$ cat config.mk
export PLATFORM = sky130hd
export DESIGN_NAME = ram_arbiter_rr
export DESIGN_NICKNAME = d
export VERILOG_FILES = /design/src/rtl/ram_arbiter_rr.sv
export SDC_FILE = /design/constraint.sdc
export NUM_CORES = 1
export LEC_CHECK = 0
export CAP_MARGIN = 20
export CORE_UTILIZATION = 24
export DETAILED_ROUTE_END_ITERATION = 7
export GPL_TIMING_DRIVEN = 0
export PLACE_DENSITY = 0.7
export REMOVE_ABC_BUFFERS = 1
export SETUP_SLACK_MARGIN = 0.5
export SYNTH_ARGS = -nofsm -noshare
export SYNTH_HDL_FRONTEND = slang
export SYNTH_SLANG_ARGS = --single-unit
$ cat constraint.sdc
create_clock -name CLK -period 2.35 [get_ports CLK]
set_clock_uncertainty 0.1 [all_clocks]
set_input_delay 0.235 -clock CLK [delete_from_list [all_inputs] [get_ports CLK]]
set_output_delay 0.235 -clock CLK [all_outputs]
set_load 0.02 [all_outputs]
$ cat src/rtl/ram_arbiter_rr.sv
// N-port arbiter in front of a single-port, byte-lane-writable synchronous RAM.
// Fixed-priority or round-robin grant, one access per cycle, per-port held read data.
module ram_arbiter_rr #(
    parameter int unsigned NUM_PORTS = 4,
    parameter int unsigned DATA_W    = 32,
    parameter int unsigned ADDR_W    = 8,
    parameter int unsigned RAM_DEPTH = 32,
    parameter int unsigned PRIO_MODE = 1
) (
    input  logic                          CLK,
    input  logic                          RSTb,
    input  logic [NUM_PORTS-1:0]          REQ,
    input  logic [NUM_PORTS-1:0]          WE,
    input  logic [NUM_PORTS*ADDR_W-1:0]   ADDR,
    input  logic [NUM_PORTS*DATA_W-1:0]   WDATA,
    input  logic [NUM_PORTS*DATA_W/8-1:0] BE,
    output logic [NUM_PORTS-1:0]          GNT,
    output logic [NUM_PORTS-1:0]          RVALID,
    output logic [NUM_PORTS*DATA_W-1:0]   RDATA,
    output logic [NUM_PORTS-1:0]          ERR,
    output logic                          RAM_CSb,
    output logic [DATA_W/8-1:0]           RAM_WEb,
    output logic [$clog2(RAM_DEPTH)-1:0]  RAM_ADDR,
    output logic [DATA_W-1:0]             RAM_WDATA,
    input  logic [DATA_W-1:0]             RAM_RDATA
);

    localparam int unsigned BE_W  = DATA_W / 8;
    localparam int unsigned BW    = $clog2(BE_W);
    localparam int unsigned PTR_W = $clog2(NUM_PORTS);
    localparam int unsigned RA_W  = $clog2(RAM_DEPTH);
    localparam int unsigned WI_W  = ADDR_W - BW;

    logic [PTR_W-1:0]  rr_ptr_q, rr_ptr_d;
    logic [PTR_W-1:0]  gnt_idx;
    logic              gnt_any;
    logic              sel_we;
    logic [WI_W-1:0]   word_idx;
    logic [BE_W-1:0]   sel_be;
    logic              in_range;
    logic              ram_acc;

    logic              rv_q, er_q, oor_q;
    logic [PTR_W-1:0]  port_q;
    logic [DATA_W-1:0] hold_q [NUM_PORTS];
    logic [DATA_W-1:0] rd_val;

    // Search starts at rr_ptr in round-robin mode, at port 0 otherwise.
    always_comb begin
        gnt_any = 1'b0;
        gnt_idx = '0;
        for (int unsigned k = 0; k < NUM_PORTS; k++) begin
            int unsigned p;
            p = k;
            if (PRIO_MODE != 0) begin
                p = 32'(rr_ptr_q) + k;
                if (p >= NUM_PORTS) p = p - NUM_PORTS;
            end
            if (!gnt_any && REQ[p]) begin
                gnt_any = 1'b1;
                gnt_idx = PTR_W'(p);
            end
        end
    end

    always_comb begin
        GNT = '0;
        if (gnt_any) GNT[gnt_idx] = 1'b1;
    end

    assign sel_we   = WE[gnt_idx];
    assign word_idx = ADDR[gnt_idx*ADDR_W + BW +: WI_W];
    assign sel_be   = BE[gnt_idx*BE_W +: BE_W];
    assign in_range = 32'(word_idx) < RAM_DEPTH;
    // The RAM is never driven while reset is held, even though GNT still follows REQ.
    assign ram_acc  = gnt_any & in_range & RSTb;

    assign RAM_CSb   = ~ram_acc;
    assign RAM_WEb   = ~({BE_W{ram_acc & sel_we}} & sel_be);
    assign RAM_ADDR  = RA_W'(word_idx);
    assign RAM_WDATA = WDATA[gnt_idx*DATA_W +: DATA_W];

    always_comb begin
        rr_ptr_d = rr_ptr_q;
        if (gnt_any) begin
            if (32'(gnt_idx) == NUM_PORTS - 1) rr_ptr_d = '0;
            else                               rr_ptr_d = gnt_idx + 1'b1;
        end
    end

    assign rd_val = oor_q ? '0 : RAM_RDATA;

    always_comb begin
        for (int unsigned p = 0; p < NUM_PORTS; p++) begin
            RVALID[p] = rv_q && (32'(port_q) == p);
            ERR[p]    = er_q && (32'(port_q) == p);
            RDATA[p*DATA_W +: DATA_W] = RVALID[p] ? rd_val : hold_q[p];
        end
    end

    always_ff @(posedge CLK or negedge RSTb) begin
        if (!RSTb) begin
            rr_ptr_q <= '0;
            rv_q     <= 1'b0;
            er_q     <= 1'b0;
            oor_q    <= 1'b0;
            port_q   <= '0;
            for (int unsigned p = 0; p < NUM_PORTS; p++) hold_q[p] <= '0;
        end else begin
            rr_ptr_q <= rr_ptr_d;
            rv_q     <= gnt_any & ~sel_we;
            er_q     <= gnt_any & ~in_range;
            oor_q    <= ~in_range;
            port_q   <= gnt_idx;
            for (int unsigned p = 0; p < NUM_PORTS; p++) begin
                if (RVALID[p]) hold_q[p] <= rd_val;
            end
        end
    end

endmodule

==> summary.txt <==
Logic synthesis
  • Synth Area in Adders: 0.00762
  • Post-synth EDFFs: 0
  • Largest family of logic cells by synthesized area: simple AND/OR/NAND/NOR gates
  • Syn_area_per_cell: 8.96 sq um
  • Async set-reset flop share out of synthesis: 1.00
  • Post-synthesis mux area share: 0.0873
  • Synthesized flop and latch total: 135
  • Post-Synth XOR/XNOR Area: 0
  • Compound-cell area share of the yosys netlist: 0.149
  • Yosys top cell area share: 0.514
  • Sequential fraction of the synthesis area: 0.514
  • Synth warn: 0
  • Synth Instances: 733
  • Area contributors post-synth: dfrtp_1 (51%), nand2_1 (12%), o21ai_0 (9.8%)
  • Dominant synthesized flop cell: dfrtp_1
  • Yosys top cell by area: dfrtp_1
  • Mapped Area: 6570 sq um
  • Synth Area in Simple Gates: 0.195
  • Yosys cell types: 32

Route
  • Post-route ant nets: 0
  • Via/cell ratio: 5.02
  • Vias: 8636
  • Remaining DRCs: 0
  • DR iter-0 viols: 488
  • Total Routed Length: 43300 um
  • Pre-Repair DR Iteration Count: 5
  • Wire length per cell: 25.1 um

Setup path
  • CP arrival: 2.74 ns
  • Slowest CP cell: dfrtp_2
  • Max Fanout on Critical Path: 5
  • Delay-heaviest family, CP: buffers and inverters
  • Setup crit start kind: flop
  • CP Class: flop to output port
  • Max incr delay on CP: 0.44 ns
  • CP bufs+invs: 7
  • Cell-by-cell trace of the critical path: nor2b_4, o21a_1, a311oi_4, buf_8, buf_16, buf_16, buf_12, mux2i_4, buf_6, buf_6, o2111ai_4, buf_6
  • CP Data Required Time: 2.02 ns
  • Top cell by count, worst path: buf_6
  • Worst setup EP type: output port

Clock tree
  • Clk_lat worst skew: 0.42 ns
  • Longest Clk Path Bufs: 2
  • TritonCTS Sinks: 135
  • CTS tree: done
  • Clock transition at path regs: 0.07 ns
  • Root Buffer Master: clkbuf_16
  • H-tree levels: 4
  • CTS buffer count: 17

Power
  • Psw: 10.8 mW
  • Net Sw Frac: 0.440
  • Peak supply drop: 614 uV
  • Total power draw: 24.6 mW
  • Combinational group share of total power: 0.726
  • LEAKAGE: 7.71 nW
  • Power Internal: 13.8 mW
  • Clock Power Share: 0.112
  • Part of the power in registers: 0.163
  • Cell Pwr Density: 1420 nW/um^2

Cells and area
  • NumNets Final: 1588
  • Area grow syn2layout: 164%
  • Area of the multi-input gates: 5380 sq um
  • Ratio of cells with drive above 1 in the final layout: 0.618
  • Filler cell count: 1917
  • Register area: 3390 sq um
  • Non-Filler Instances: 1721
  • Core Util, Final: 0.644

Timing
  • Fin Setup TNS: -28.20 ns
  • Final WS setup: -0.730 ns
  • Unrepaired setup endpoints after global routing: true
  • Slew HR: 0.462
  • Worst hold margin: -0.240 ns
  • F_max: 325 MHz
  • Crit path time final: 3.08 ns
  • Max Slew Vio Count: 0
  • Slew @ Worst Pin: 0.801 ns
  • Period utilization: 1.31
  • Fin. Hold Viols: 73
  • Final setup violation count: 112

Global route
  • First-pass GRT wire length: 52600 um
  • Largest net degree at the start of global routing: 77
  • Vias in the first global route: 8706
  • Initial antenna violation count: 3
  • Aggregate global routing overflow: 0
  • Aggregate global-route resource usage: 0.252

Floorplanning
  • Die height: 167 um
  • Die Width: 167 um
  • Initial Util: 0.244
  • Rows: 60
  • DIE AREA: 28000 sq um
  • IO Pins: 400
  • CORE AREA: 26900 sq um

Job
  • Max-cap violations: 0

Placed design
  • Detail Placement HPWL: 19200 um
  • PortBufs: 391
  • Cells after DPL: 1423
  • Global placer's final weighted congestion: 0.787

Min path
  • Hold Crit Class: input port to asynchronous set/reset pin

Run status
  • Failing checks: negative hold slack, negative setup slack
  • Status: complete, but fails checks
-- cell usage in the layout (no fill, tap or decap), types with 16 or more instances in the layout --
| cell type | instances |
|---|---|
| clkdlybuf4s50_1 | 206 |
| buf_6 | 193 |
| buf_4 | 170 |
| dfrtp_1 | 130 |
| o21ai_4 | 112 |
| nand2_1 | 92 |
| nand2_4 | 75 |
| nand2_2 | 40 |
| mux2_2 | 39 |
| nor2_1 | 33 |
| buf_12 | 31 |
| clkbuf_16 | 30 |
| a31oi_1 | 26 |
| buf_16 | 22 |
| o21ai_2 | 16 |
-- path summary, 6_finish.rpt --
| path | start | to | cells after the start | slack [ns] |
|---|---|---|---|---|
| min in group CLK | REQ[2] | rv_q | 3 | 0.28 |
| min | RSTb | hold_q[48] | 1 | -0.24 |
| max in group asynchronous | RSTb | rr_ptr_q[1] | 2 | 1.55 |
| max | rr_ptr_q[1] | RAM_WEb[2] | 12 | -0.73 |
| max reg2reg | rr_ptr_q[0] | rr_ptr_q[1] | 10 | 0.03 |
| min reg2reg | hold_q[20] | hold_q[20] | 2 | 0.38 |
-- stage by stage --
step / setup WS (ns) / area, sq um
after floorplan: -1.62 / 6290
after global placement: -5.15 / 10600
after detailed placement: -2.10 / 11000
after CTS: -0.736 / 14700
after global routing: -0.817 / 17300
final: -0.730 / 17300
-- cells in the mapped netlist, types with 2 or more instances --
master	number
and3b_1	2
nand3b_1	3
buf_4	8
mux2i_1	10
clkbuf_1	35
inv_1	8
buf_2	12
nor3b_1	2
mux2_1	3
nor2_1	41
nand2b_1	33
o2111ai_1	4
a31oi_1	37
o21ai_0	128
mux2_2	39
nand2_1	207
nor2b_1	6
dfrtp_1	135
ha_1	4
buf_6	2
nand3_1	2
a21oi_1	2
-- per-layer routing --
metal,up-vias,part of all wire,track usage
li1,3759,-,-
met1,4301,0.35,0.268
met2,433,0.53,0.480
met3,141,0.068,0.0657
met4,2,0.057,0.0774
met5,-,0.00025,0
-- power groups by stage --
stage / sequential [mW] / combinational (mW) / clock [mW]
final: 4.00 / 17.8 / 2.74
after global routing: 4.07 / 18.4 / 2.88
after CTS: 3.68 / 13.7 / 2.75
after detailed placement: 3.66 / 9.26 / 0
after global placement: 3.68 / 8.81 / 0
after floorplan: 3.55 / 4.51 / 0
-- final cells by class --
| type | count | area share |
|---|---|---|
| Timing Repair Buffer | 665 | 0.432 |
| Multi-Input combinational cell | 537 | 0.311 |
| Sequential cell | 135 | 0.196 |
| Clock buffer | 18 | 0.0248 |
| Tap cell | 341 | 0.0246 |
| Clock inverter | 13 | 0.00853 |
| Inverter | 9 | 0.00289 |
| Timing Repair inverter | 1 | 0.000434 |
| Antenna cell | 2 | 0.000289 |
-- sequential cells by signal, summed over array words and instances, names as in the netlist --
register / flops
hold_q: 128
er_q: 1
rr_ptr_q: 2
oor_q: 1
port_q: 2
rv_q: 1
-- kinds of logic after synthesis --
| logic type | Yosys count |
|---|---|
| muxes | 52 |
| DFF | 135 |
| buffers and inverters | 67 |
| adders and majority gates | 4 |
| AOI/OAI and AO/OA | 175 |
| and+or+nand+nor | 300 |
-- repair_timing --
| item | in CTS | in global routing |
|---|---|---|
| buffers inserted | 128 | 98 |
| endpoints found under the setup margin | 289 | 203 |
| gates resized for setup | 1655 | 366 |
| cloned | 24 | 15 |
| hold endpoints to repair | 73 | 73 |
| pin swaps | 46 | 116 |
(Power assumes the default switching activity.)
==> variant 1: new RTL, same flow settings <==
Register the output `ERR`; this adds one clock of latency there. The other outputs are not delayed to match.
--- a/src/rtl/ram_arbiter_rr.sv
+++ b/src/rtl/ram_arbiter_rr.sv
@@ -30,6 +30,8 @@
     localparam int unsigned PTR_W = $clog2(NUM_PORTS);
     localparam int unsigned RA_W  = $clog2(RAM_DEPTH);
     localparam int unsigned WI_W  = ADDR_W - BW;
+
+    logic [NUM_PORTS-1:0] ERR_d;
 
     logic [PTR_W-1:0]  rr_ptr_q, rr_ptr_d;
     logic [PTR_W-1:0]  gnt_idx;
@@ -93,7 +95,7 @@
     always_comb begin
         for (int unsigned p = 0; p < NUM_PORTS; p++) begin
             RVALID[p] = rv_q && (32'(port_q) == p);
-            ERR[p]    = er_q && (32'(port_q) == p);
+            ERR_d[p]    = er_q && (32'(port_q) == p);
             RDATA[p*DATA_W +: DATA_W] = RVALID[p] ? rd_val : hold_q[p];
         end
     end
@@ -118,5 +120,9 @@
         end
     end
 
+    always_ff @(posedge CLK) begin
+        ERR <= ERR_d;
+    end
+
 endmodule
 
Formal check against the unedited RTL: not equivalent (a bounded check fails within 4 cycles, from zero or initial values and one cycle with RSTb low).
==> variant 1 against the unedited design <==
- the flow finishes with violations (setup timing)
- power is 1.8% higher
- register-to-register slack worse by 50 ps
- setup slack better by 190 ps
- largest cell class unchanged
- wire length is 2.9% lower
- global-route usage is 0.46 points lower
- critical path depth is 4 lower
- area after synthesis is 1.2% higher
- sequential cell count is 4 higher
- sequential power is 2% higher
- first-iteration DRC count is 31% lower
- design area is 2.0% higher
==> variant 1: results (changes against the unedited design) <==
synth.lib_cells_used.distinct: 33  # was 32
share_of_the_synthesized_area_in_compound_gates_ao_oa_aoi_oai: 0.147  # was 0.149
seq_cells: 139  # was 135
critical_path.max_fanout: 6  # was 5
clock_buffers: 17  # was 18
ff2ff_path_depth: 15  # was 10
grt_start_max_net_pins: 93  # was 77
globalRouteMet1Util: 0.251  # was 0.268
drt_pre_antenna_iters: 4  # was 5
gr-usage-all-layers: 0.247  # was 0.252
final_setup_slack_of_the_worst_path_ps: -536  # was -730 ps
wl_met2_mm: 21.7  # was 22.9 mm
cp_delay_by_family_top: "compound AO/OA/AOI/OAI gates"  # was buffers and inverters
failed_checks: "setup timing"  # was hold timing, setup timing
antenna_found_initial: 5  # was 3
timing.rr.start: "port_q[0]"  # was rr_ptr_q[0]
post_synth_main_area_contributors: "sky130_fd_sc_hd__dfrtp_1 51%, sky130_fd_sc_hd__nand2_1 12%, sky130_fd_sc_hd__o21ai_0 9.6%, sky130_fd_sc_hd__mux2_2 6.6%, sky130_fd_sc_hd__a31oi_1 3.5%"  # was sky130_fd_sc_hd__dfrtp_1 51%, sky130_fd_sc_hd__nand2_1 12%, sky130_fd_sc_hd__o21ai_0 9.8%, sky130_fd_sc_hd__mux2_2 6.7%, sky130_fd_sc_hd__a31oi_1 3.5%
worst-r2r-setup-slack_ps: -20  # was 30 ps
seq-cell-share: 0.196  # about the same
status: "finished, violations left"  # unchanged
worst_hold_path_type: "in -> reg"  # was in -> async
setup-violations-final: 167  # was 112
synth_fa_ha_area_frac: 0.00753  # was 0.00762
met3_track_utilization_from_global_routing: 0.0743  # was 0.0657
detail_route.wirelength.met1_mm: 14.0  # was 15.0 mm
num_antenna_cells: 4  # was 2
[variant 1: through the flow]
| step | hold slack, ps | worst slack, ps | utilization | cells | setup TNS, ps |
|---|---|---|---|---|---|
| floorplan | -161 | -1620 | - | 679 | -142930 |
| global placement | 372 | -5170 | 0.396 | 1411 | -1155750 |
| detailed placement | 95.7 | -1870 | 0.410 | 1427 | -104330 |
| CTS | 342 | -482 | 0.557 | 1633 | -27360 |
| global route | 393 | -656 | 0.653 | 1749 | -50160 |
| finish | 383 | -536 | 0.653 | 1749 | -36340 |
[variant 1: report_power, final]
part	internal, mW	total, mW	leakage (nW)	switching [mW]
sequential	3.38	4.09	1.79	0.716
combinational	9.25	18.1	5.80	8.85
clock	1.52	2.81	0.288	1.29
[variant 1: logic make-up after synthesis]
group | after synthesis
buf+inv | 67
mux | 52
simple gates | 300
fa+ha+maj | 4
compound gates | 175
flops | 139
==> variant 2: new RTL, config.mk and constraints unchanged <==
Made on the original files. `PRIO_MODE`: 1 -> 0.
--- a/src/rtl/ram_arbiter_rr.sv
+++ b/src/rtl/ram_arbiter_rr.sv
@@ -5,7 +5,7 @@
     parameter int unsigned DATA_W    = 32,
     parameter int unsigned ADDR_W    = 8,
     parameter int unsigned RAM_DEPTH = 32,
-    parameter int unsigned PRIO_MODE = 1
+    parameter int unsigned PRIO_MODE = 0
 ) (
     input  logic                          CLK,
     input  logic                          RSTb,
Formal check against the unedited RTL: not equivalent (a bounded check fails within 4 cycles, from zero or initial values and one cycle with RSTb low).
==> variant 2 against the unedited design <==
- the run ends with hold timing left
- register-to-register slack improved by 540 ps
- setup slack better by 820 ps
- design area fell by 22%
- wire length shrank 25%
- sequential cell count shrank 2
- critical path depth down 6
- area after synthesis shrank 6.8%
- via count down 18%
- utilization down 11 points
Power is not compared: it rests on default switching activity, and its combinational part moved more than twofold at a synthesized area within 25%.
==> variant 2: results (changes against the unedited design) <==
fillers: 2139  # was 1917
critical-path-max-stage-delay_ps: 460  # was 440 ps
post_drt_via_cell_ratio: 4.80  # was 5.02
slew-limit-headroom: 0.602  # was 0.462
muxShareOfSynthArea: 0.0670  # was 0.0873
dp_hpwl_mm: 18.8  # was 19.2 mm
largest_registers: "hold_q (128), port_q (2)"  # was hold_q (128), port_q (2), rr_ptr_q (2)
ff2ff_path_depth: 8  # was 10
drt_pre_antenna_iters: 6  # was 5
first_global_vias: 6888  # was 8706
failed_checks: "hold timing"  # was hold timing, setup timing
static-leakage-power_nw: 6.21
post_synth_main_area_contributors: "sky130_fd_sc_hd__dfrtp_1 54%, sky130_fd_sc_hd__o21ai_0 14%, sky130_fd_sc_hd__nand2_1 8.3%, sky130_fd_sc_hd__mux2i_1 6.7%, sky130_fd_sc_hd__a22oi_1 5.0%"  # was sky130_fd_sc_hd__dfrtp_1 51%, sky130_fd_sc_hd__nand2_1 12%, sky130_fd_sc_hd__o21ai_0 9.8%, sky130_fd_sc_hd__mux2_2 6.7%, sky130_fd_sc_hd__a31oi_1 3.5%
routed_wire_length_per_instance_um: 22.0  # was 25.1 um
place_ws_ps: -1210  # was -2100 ps
global_route_wire_length_before_repair_mm: 42.4  # was 52.6 mm
status: "finished, violations left"  # unchanged
critical_path.max_fanout: 7  # was 5
synth.lib_cells_used.distinct: 30  # was 32
drive_gt1_frac: 0.486  # was 0.618
hold_viol: 58  # was 73
synth.cells.most_frequent: "168 x sky130_fd_sc_hd__o21ai_0, 136 x sky130_fd_sc_hd__nand2_1, 133 x sky130_fd_sc_hd__dfrtp_1"  # was 207 x sky130_fd_sc_hd__nand2_1, 135 x sky130_fd_sc_hd__dfrtp_1, 128 x sky130_fd_sc_hd__o21ai_0
synth-seq-area-share: 0.544  # was 0.514
share_of_the_synthesized_area_in_compound_gates_ao_oa_aoi_oai: 0.197  # was 0.149
place_congestion: 0.830  # was 0.787
synth-async-reset-ratio: 1.00  # unchanged
antenna_found_initial: 2  # was 3
synth_fa_ha_area_frac: 0  # was 0.00762
nNetsFinal: 1352  # was 1588
worst_hold_slack_after_final_layout_ps: -300  # was -240 ps
detailedRoute.firstIterationViolations: 360  # was 488
gr-usage-all-layers: 0.219  # was 0.252
cts_buffers: 17  # unchanged
worst_hold_path_type: "in -> async"  # unchanged
htree_levels: 4  # unchanged
worstPathArrival_ps: 1920  # was 2740 ps
grt_start_max_net_pins: 76  # was 77
largest_voltage_drop_on_the_vdd_net_mv: 0.520
==> variant 2: per-stage QoR <==
| stage | cells | util | instance area (um2) |
|---|---|---|---|
| after floorplan | 589 | - | 5840 |
| after global placement | 1310 | 0.405 | 10200 |
| after detailed placement | 1322 | 0.415 | 10400 |
| after CTS | 1414 | 0.470 | 11800 |
| after global routing | 1479 | 0.539 | 13500 |
| final | 1479 | 0.539 | 13500 |
==> variant 2: final timing paths <==
path	startpoint	end	slack (ps)
min in group CLK	WE[1]	rv_q	80
hold / removal	RSTb	hold_q[31]	-300
max in group asynchronous	RSTb	hold_q[10]	1660
setup reg to reg	port_q[1]	hold_q[76]	570
setup / recovery	port_q[1]	RDATA[37]	90
hold reg to reg	hold_q[50]	hold_q[50]	360
==> variant 2: layout make-up <==
cell class	instances	area share
Antenna cell	2	0.000370
Clock buffer	22	0.0358
Clock inverter	10	0.0142
Inverter	7	0.00194
Multi-Input combinational cell	458	0.277
Sequential cell	133	0.246
Tap cell	330	0.0305
Timing Repair Buffer	517	0.393
==> variant 2: repair_timing <==
item,in CTS,in global routing
gates cloned,17,11
setup endpoints to repair,234,179
buffers inserted,40,52
pin swaps,13,43
resized for setup,1100,466
hold endpoints to repair,60,58
==> variant 2: metal layers <==
layer	vias to the layer above	routed length, um	track usage	part of all wire
li1	3249	-	-	-
met1	3514	12000	0.240	0.37
met2	292	17300	0.394	0.53
met3	42	2540	0.0789	0.078
met4	0	592	0.0635	0.018
met5	-	0	0	0
==> variant 2: where the power goes <==
| group | total [mW] | switching (mW) | internal [mW] |
|---|---|---|---|
| Clock | 3.04 | 1.03 | 2.01 |
| Combinational | 4.43 | 2.42 | 2.00 |
| Sequential | 3.04 | 0.200 | 2.84 |
| Total | 10.5 | 3.65 | 6.86 |
